`src/rtl/drum_mix_i2s_if.sv`:
```
// -----------------------------------------------------------------------------
// drum_mix_i2s_if
//
// Purpose: groups the four signals that run from the drum mixer to the
// Pmod I2S DAC so they travel as one bundle.
//
// Signals:
//   mclk  master clock to the DAC (clk/4)
//   sck   serial bit clock (clk/16)
//   lrck  word select; 0 = left half of the frame, 1 = right half
//   sdin  serial audio data, MSB first
//
// Modports:
//   master  driven by the mixer (all signals are outputs)
//   slave   seen by the DAC or a monitor (all signals are inputs)
// -----------------------------------------------------------------------------
interface drum_mix_i2s_if;
    logic mclk;
    logic sck;
    logic lrck;
    logic sdin;

    modport master (
        output mclk,
        output sck,
        output lrck,
        output sdin
    );

    modport slave (
        input mclk,
        input sck,
        input lrck,
        input sdin
    );
endinterface

```
`src/rtl/drum_mix_i2s.sv`:
```
// -----------------------------------------------------------------------------
// drum_mix_i2s
//
// Purpose: once per 512-cycle frame, samples the four drum track outputs,
// drops any muted tracks, sums them, applies the master volume, saturates
// the result to 16 bits and serialises it MSB-first as an I2S stereo word
// (same value on left and right). Also generates the DAC clocks from a
// free-running frame counter.
//
// Ports:
//   clk          system clock (100 MHz)
//   rst_n        asynchronous active-low reset
//   audio_tom    signed 16-bit sample, tom track
//   audio_kick   signed 16-bit sample, kick track
//   audio_snare  signed 16-bit sample, snare track
//   audio_hat    signed 16-bit sample, hi-hat track
//   mute_mask    bit0 tom, bit1 kick, bit2 snare, bit3 hat; 1 forces track to 0
//   volume       master volume, 0 = silence, VOL_UNITY = unity gain
//   i2s          I2S bundle to the DAC (mclk, sck, lrck, sdin)
//   sample_tick  one-cycle pulse on the last cycle of each frame
//   clip         high for the whole frame whose word was saturated
// -----------------------------------------------------------------------------
module drum_mix_i2s #(
    parameter int DIV_W     = 9,
    parameter int VOL_UNITY = 4
) (
    input  logic                  clk,
    input  logic                  rst_n,
    input  logic signed [15:0]    audio_tom,
    input  logic signed [15:0]    audio_kick,
    input  logic signed [15:0]    audio_snare,
    input  logic signed [15:0]    audio_hat,
    input  logic        [3:0]     mute_mask,
    input  logic        [2:0]     volume,
    drum_mix_i2s_if.master        i2s,
    output logic                  sample_tick,
    output logic                  clip
);

    localparam int VOL_SHIFT = $clog2(VOL_UNITY);

    logic        [DIV_W-1:0] div;
    logic signed [15:0]      tom_q;
    logic signed [15:0]      kick_q;
    logic signed [15:0]      snare_q;
    logic signed [15:0]      hat_q;
    logic        [2:0]       vol_q;
    logic signed [17:0]      sum_q;
    logic signed [20:0]      prod_c;
    logic signed [20:0]      scaled_q;
    logic signed [15:0]      word_c;
    logic                    sat_c;
    logic signed [15:0]      word_q;
    logic                    sat_q;
    logic        [31:0]      frame_sr;
    logic                    clip_q;

    logic capture_en;
    logic sum_en;
    logic scale_en;
    logic sat_en;
    logic load_en;
    logic shift_en;

    // Pipeline stages are keyed off the pre-edge frame counter value, so each
    // stage fires exactly once per frame in a fixed order.
    assign capture_en = (div == DIV_W'(0));
    assign sum_en     = (div == DIV_W'(1));
    assign scale_en   = (div == DIV_W'(2));
    assign sat_en     = (div == DIV_W'(3));
    assign load_en    = (div == DIV_W'(15));
    assign shift_en   = (div[3:0] == 4'hF);

    // Free-running frame counter; all DAC clocks are bits of it.
    always_ff @(posedge clk or negedge rst_n) begin
        if (!rst_n) begin
            div <= '0;
        end else begin
            div <= div + DIV_W'(1);
        end
    end

    // Input capture: muted tracks are replaced by zero at the capture point so
    // later stages never see them.
    always_ff @(posedge clk or negedge rst_n) begin
        if (!rst_n) begin
            tom_q   <= '0;
            kick_q  <= '0;
            snare_q <= '0;
            hat_q   <= '0;
            vol_q   <= '0;
        end else if (capture_en) begin
            tom_q   <= mute_mask[0] ? 16'sd0 : audio_tom;
            kick_q  <= mute_mask[1] ? 16'sd0 : audio_kick;
            snare_q <= mute_mask[2] ? 16'sd0 : audio_snare;
            hat_q   <= mute_mask[3] ? 16'sd0 : audio_hat;
            vol_q   <= volume;
        end
    end

    // Volume is unsigned, so it is zero-extended before the signed multiply.
    // Worst case |sum| * 7 fits in 21 signed bits.
    assign prod_c = 21'(sum_q) * $signed({18'd0, vol_q});

    // Sum, scale and hold stages.
    always_ff @(posedge clk or negedge rst_n) begin
        if (!rst_n) begin
            sum_q    <= '0;
            scaled_q <= '0;
            word_q   <= '0;
            sat_q    <= 1'b0;
        end else begin
            if (sum_en) begin
                sum_q <= 18'(tom_q) + 18'(kick_q) + 18'(snare_q) + 18'(hat_q);
            end
            if (scale_en) begin
                scaled_q <= prod_c >>> VOL_SHIFT;
            end
            if (sat_en) begin
                word_q <= word_c;
                sat_q  <= sat_c;
            end
        end
    end

    // Clamp the scaled value into the 16-bit signed range.
    always_comb begin
        word_c = scaled_q[15:0];
        sat_c  = 1'b0;
        if (scaled_q > 21'sd32767) begin
            word_c = 16'sh7FFF;
            sat_c  = 1'b1;
        end else if (scaled_q < -21'sd32768) begin
            word_c = 16'sh8000;
            sat_c  = 1'b1;
        end
    end

    // Serialiser: loading at div 0x00F gives the I2S one-bit delay after lrck
    // falls. The load takes priority over the shift that would otherwise
    // happen there, so R[0] stays on the line across the frame wrap.
    always_ff @(posedge clk or negedge rst_n) begin
        if (!rst_n) begin
            frame_sr <= '0;
            clip_q   <= 1'b0;
        end else if (load_en) begin
            frame_sr <= {word_q, word_q};
            clip_q   <= sat_q;
        end else if (shift_en) begin
            frame_sr <= {frame_sr[30:0], 1'b0};
        end
    end

    assign i2s.mclk    = div[1];
    assign i2s.sck     = div[3];
    assign i2s.lrck    = div[DIV_W-1];
    assign i2s.sdin    = frame_sr[31];
    assign sample_tick = &div;
    assign clip        = clip_q;

endmodule

```
`src/flat_wrapper.sv`:
```
// flat-port wrapper written by rule: the top's interface ports become plain ports
module drum_mix_i2s_flat 
#(
    parameter int DIV_W     = 9,
    parameter int VOL_UNITY = 4
)
  (clk, rst_n, audio_tom, audio_kick, audio_snare, audio_hat, mute_mask, volume, sample_tick, clip, i2s_mclk, i2s_sck, i2s_lrck, i2s_sdin);
  drum_mix_i2s_if i2s_i ();
  input  logic clk;
  input  logic rst_n;
  input  logic signed [15:0] audio_tom;
  input  logic signed [15:0] audio_kick;
  input  logic signed [15:0] audio_snare;
  input  logic signed [15:0] audio_hat;
  input  logic        [3:0] mute_mask;
  input  logic        [2:0] volume;
  output logic sample_tick;
  output logic clip;
  output wire logic [$bits(i2s_i.mclk)-1:0] i2s_mclk;
  output wire logic [$bits(i2s_i.sck)-1:0] i2s_sck;
  output wire logic [$bits(i2s_i.lrck)-1:0] i2s_lrck;
  output wire logic [$bits(i2s_i.sdin)-1:0] i2s_sdin;
  assign i2s_mclk = i2s_i.mclk;
  assign i2s_sck = i2s_i.sck;
  assign i2s_lrck = i2s_i.lrck;
  assign i2s_sdin = i2s_i.sdin;
  drum_mix_i2s #(.DIV_W(DIV_W), .VOL_UNITY(VOL_UNITY)) u_core (.clk(clk), .rst_n(rst_n), .audio_tom(audio_tom), .audio_kick(audio_kick), .audio_snare(audio_snare), .audio_hat(audio_hat), .mute_mask(mute_mask), .volume(volume), .i2s(i2s_i), .sample_tick(sample_tick), .clip(clip));
endmodule
```
`config.mk`:
```
export PLATFORM = sky130hd
export DESIGN_NAME = drum_mix_i2s_flat
export DESIGN_NICKNAME = d
export VERILOG_FILES = /design/src/rtl/drum_mix_i2s_if.sv /design/src/rtl/drum_mix_i2s.sv /design/src/flat_wrapper.sv
export SDC_FILE = /design/constraint.sdc
export NUM_CORES = 1
export LEC_CHECK = 0
export CAP_MARGIN = 20
export CORE_MARGIN = 1.5
export CORE_UTILIZATION = 46
export CTS_BUF_LIST = sky130_fd_sc_hd__clkbuf_16
export CTS_CLUSTER_DIAMETER = 120
export DETAILED_ROUTE_END_ITERATION = 16
export GPL_TIMING_DRIVEN = 0
export PLACE_DENSITY = 0.8
export SETUP_SLACK_MARGIN = 0.2
export SLEW_MARGIN = 40
export SYNTH_ARGS = -nofsm -noshare
export SYNTH_HDL_FRONTEND = slang
export SYNTH_SLANG_ARGS = --single-unit
```
`constraint.sdc`:
```
create_clock -name clk -period 3.2 [get_ports clk]
set_input_delay 0.64 -clock clk [delete_from_list [all_inputs] [get_ports clk]]
set_output_delay 0.64 -clock clk [all_outputs]
set_load 0.005 [all_outputs]
```
== Word-level counts from Yosys, hierarchy flattened ==
Cells that the tools add are included.
Storage, ports and cells
  register bits: 163
  input port bits: 73
  output and inout bits: 6
  logic and storage cells: 37
Cells by class
  $add $sub $neg: 4
  multipliers: 1
  $lt $le $gt $ge: 2
  equal/unequal tests: 5
  multiplexer cells: 10
  reduce and logical (&&, ||, !) cells: 3
Operators by type and width (count)
  16-bit two-way mux: 6
  32-bit two-way mux: 2
  18-bit by 4-bit multiplier with 21-bit output: 1
  19-bit by 16-bit > comparator with 1-bit output, second input constant: 1
  19-bit by 16-bit less-than comparator with 1-bit output, second input constant: 1
  17-bit by 16-bit adder with 18-bit output: 1
  18-bit by 16-bit adder with 18-bit output: 1
  9-bit by 2-bit == test with 1-bit output, second input constant: 2
  16-bit by 16-bit adder with 17-bit output: 1
  9-bit by 1-bit adder with 9-bit output, second input constant: 1
  9-bit by 1-bit == test with 1-bit output, second input constant: 1
  9-bit by 4-bit == test with 1-bit output, second input constant: 1
  9-bit zero test: 1
  9-bit AND reduction: 1
  4-bit == test, second input constant: 1
  1-bit two-way mux: 2
  2-bit nonzero test: 1

== Depth between registers and ports, before layout ==
  depth after elaboration: 3
  gate-level depth with buffers: 14
  mapped depth without buffers: 12

== Worst setup path after synthesis ==
OpenSTA, ideal clock, no wires.
  kind: register to register
  start point: register u_core.vol_q[1]
  end point: register u_core.scaled_q[14]
  arrival time: 3.185 ns
  path slack: -0.111 ns
  cell stages (with the launch flop): 14
  buffers on the path: 1
  clock period less this slack: 3.311 ns
  path through: dfrtp_1 > clkbuf_1 > and2_1 > ha_1 > inv_1 > fa_1 > inv_1 > ha_1 > o21a_1 > o31a_1 > o21ai_0 > a21oi_1 > or2_2 > a221o_1
Between the ends
  longest elaborated chain between the ends: 1
Ends and longest elaborated chain
  from (decl): line drum_mix_i2s.sv:47  | logic [2:0] vol_q;
  from (signal assigned): line drum_mix_i2s.sv:97  | vol_q <= volume;
  18-bit by 4-bit multiplier with 21-bit output: line drum_mix_i2s.sv:103  | assign prod_c = 21'(sum_q) * $signed({18'd0, vol_q});
  to (signal assigned): line drum_mix_i2s.sv:117  | scaled_q <= prod_c >>> VOL_SHIFT;
  to (decl): line drum_mix_i2s.sv:50  | logic signed [20:0] scaled_q;
No other way between the ends.
A chain may end at the register's enable or synchronous reset.

== Worst setup path in the final report ==
  start point: register u_core.vol_q[2]
  end point: register u_core.scaled_q[14]
Same word-level chain as after synthesis.

==> summary.txt <==
Yosys warnings -> 0
CP Buf/Inv Count -> 3
ys async rst share -> 1.00
die area -> 23700 um^2
Clock Skews -> 0.0138 ns
fillcell total -> 1780
Routed WL -> 25100 um
Die X -> 154 um
number of flops mapped to enable cells by yosys -> 0
CP Data Arrival Time -> 3.57 ns
largest family of logic cells by synthesized area -> simple AND/OR/NAND/NOR gates
Critical Path RT -> 3.51 ns
VDD IR max -> 0.460 mV
commonest cells in the netlist -> nand2_1, dfrtp_1, inv_1, o21ai_0, nand2b_1
Synth area leader -> dfrtp_1
CTS H-tree depth -> 4
drt drc -> 0
Max-Cap Viols -> 0
cts bufs inserted -> 17
Seq/Total Area, Yosys -> 0.390
Max Root-Sink Buffers -> 2
via/cell ratio -> 5.27
Synth cell types -> 48
area grow syn2layout -> 26.6%
critical path's slowest cell -> fa_1
Yosys reg bits -> 163
share of the synthesized area in the top cell type -> 0.390
compound-cell area share of the yosys netlist -> 0.130
num rows -> 54
port bufs -> 78
initial antenna violation count -> 0
grt total ovfl -> 0
finished layout cell area -> 13200 um^2
vias in the first global route -> 8778
Placement Cell Area -> 11800 um^2
Crit Path Max Fanout -> 8
Critical Path, Cell by Cell -> buf_6, and2_4, ha_4, inv_2, fa_1, inv_2, ha_4, o21a_1, o31a_1, o21ai_4, a21oi_2, or2_4, a221o_1
largest net degree at the start of global routing -> 66
placer congestion estimate -> 0.869
critical path endpoint category -> flip-flop
Final min period -> 3.26 ns
CTS root buffer -> clkbuf_16
failing checks -> setup timing
Top Family by Delay on Critical Path -> adder cells
worst rel slew slack -> 0.637
Pwr Density -> 751 nW/um^2
Leak Pwr -> 6.01 nW
Clock Latency Late Sink -> 0.44 ns
Max stage delay on crit path -> 0.53 ns
Final Worst Setup Slack -> -0.0578 ns
Ant. Diodes -> 0
HPWL Detailed -> 17600 um
Slew @ Worst Pin -> 0.544 ns
GRT Util Overall -> 0.217
mean post-synth cell area -> 9.08 um^2
layout cells sized above 1 -> 0.160
Hold Vio Cnt, Final -> 0
total number of vias -> 8364
nets@finish -> 1478
Pins Over Slew Limit -> 0
status -> finished with violations
CP startpoint kind -> flip-flop
Synth Area in XOR/XNOR -> 0.0218
Place WS -> -0.192 ns
Setup violations, final -> 6
hold buffers post-CTS -> 0
Setup CP Type -> reg -> reg
Iteration-0 DRC Markers -> 441
Starting Density -> 0.474
antenna violation net count after detailed routing -> 0
Top FF cell, synth -> dfrtp_1
Die Span Y -> 154 um
Synth Cell Area -> 10500 um^2
Synth Area in Adders -> 0.168
Core ar. -> 22100 um^2
fmax -> 307 MHz
first-pass GRT wire length -> 41300 um
Mapped Cells -> 1152
worst min path class -> in -> async
Routed WL per cell -> 15.8 um
clock-pin transition on the worst setup and hold timing paths -> 0.07 ns
first-pass detailed-route iteration total -> 5
Area contributors post-synth -> dfrtp_1, fa_1, ha_1
CTS tree -> done
num ports -> 79
syn nets -> 1335
count leader, synth -> nand2_1
RSZ-0062 raised after global routing -> yes
Simple-Gate Fraction of Synth Area -> 0.174
period utilisation layout -> 1.02
Sink Count -> 163
mux contribution to synthesized area -> 0.0423
-- routing by layer --
metal  vias up  track usage  routed length (um)
met5         -            0                   0
met4         0       0.0929                 722
li1       4040            -                   -
met2       225        0.402               13400
met3        67       0.0372                 876
met1      4032        0.245               10000
-- metrics by stage --
stage | hold slack, ns | utilization | total power, mW | setup TNS [ns] | std cells
3_3_place_gp | 0.460 | 0.533 | 6.66 | -799.80 | 1510
4_1_cts | 0.0756 | 0.587 | 9.41 | -0.0559 | 1575
3_5_place_dp | 0.470 | 0.536 | 6.81 | -1.27 | 1512
6_report | 0.0697 | 0.599 | 9.94 | -0.133 | 1588
2_1_floorplan | 0.344 | - | 5.87 | 0 | 1152
5_1_grt | 0.0879 | 0.599 | 10.7 | -1.60 | 1588
-- layout by cell type (no fill, tap or decap), types with 13 or more instances in the layout --
cell type        instances
nand2_1                174
dfrtp_1                161
inv_1                  136
o21ai_0                127
clkdlybuf4s50_1         77
nand2b_1                64
fa_1                    49
nor2_1                  35
buf_4                   35
mux2i_1                 33
ha_1                    31
and2_1                  30
clkbuf_1                29
ha_4                    24
inv_2                   20
clkbuf_16               17
xnor2_1                 16
and2_4                  13
o21ai_1                 13
-- sequential cells by signal, indices dropped and copies added (netlist names) --
name,cells
u_core.sat_q,1
u_core.vol_q,3
u_core.scaled_q,19
u_core.word_q,16
u_core.sum_q,18
u_core.hat_q,16
u_core.tom_q,16
u_core.div,9
u_core.snare_q,16
u_core.frame_sr,32
u_core.clip,1
u_core.kick_q,16
-- cell families (layout without fill, tap and decap cells) --
| kind of cell | after synthesis | after routing |
|---|---|---|
| AO/OA/AOI/OAI | 236 | 236 |
| XOR/XNOR | 26 | 26 |
| adder cells (fa/ha/maj) | 110 | 110 |
| buffers and inverters | 202 | 358 |
| flip-flops | 163 | 163 |
| multiplexers | 43 | 43 |
| AND/OR/NAND/NOR | 372 | 372 |
-- worst reg2reg max path, stage by stage, from the launching register on --
cell     delay (ns)
dfrtp_2        0.50
buf_6          0.16
and2_4         0.13
ha_4           0.26
inv_2          0.04
fa_1           0.53
inv_2          0.05
ha_4           0.23
o21a_1         0.18
o31a_1         0.16
o21ai_4        0.25
a21oi_2        0.11
or2_4          0.25
a221o_1        0.30
-- final timing paths --
| path | startpoint | end | slack [ns] | cells past startpoint |
|---|---|---|---|---|
| min reg2reg | u_core.frame_sr[5] | u_core.frame_sr[5] | 0.48 | 2 |
| max | u_core.vol_q[2] | u_core.scaled_q[14] | -0.06 | 13 |
| min in group clk | u_core.frame_sr[5] | u_core.frame_sr[5] | 0.48 | 2 |
| min | rst_n | u_core.frame_sr[2] | 0.07 | 1 |
| max in group asynchronous | rst_n | u_core.tom_q[9] | 2.16 | 3 |
| max reg2reg | u_core.vol_q[2] | u_core.scaled_q[14] | -0.06 | 13 |
-- power breakdown --
part / internal (mW) / switching (mW)
Sequential: 2.64 / 0.441
Clock: 1.09 / 0.934
Combinational: 2.32 / 2.52
-- repair_timing --
action,CTS,global route
gates cloned,2,0
buffers inserted,29,13
gates resized for setup,85,53
endpoints found under the setup margin,23,25
pin swaps,65,51
-- area by class of cell --
| type | instances | area [um^2] | share of cell area |
|---|---|---|---|
| multi-input cells | 787 | 6210 | 0.469 |
| flip-flops and latches | 163 | 4080 | 0.308 |
| repair buffers | 124 | 1210 | 0.0913 |
| inverters | 156 | 586 | 0.0442 |
| clock buffers | 17 | 425 | 0.0321 |
| well taps | 280 | 350 | 0.0265 |
| plain buffers | 46 | 239 | 0.0180 |
| clock inverters | 15 | 145 | 0.0110 |
(Power assumes the default switching activity.)
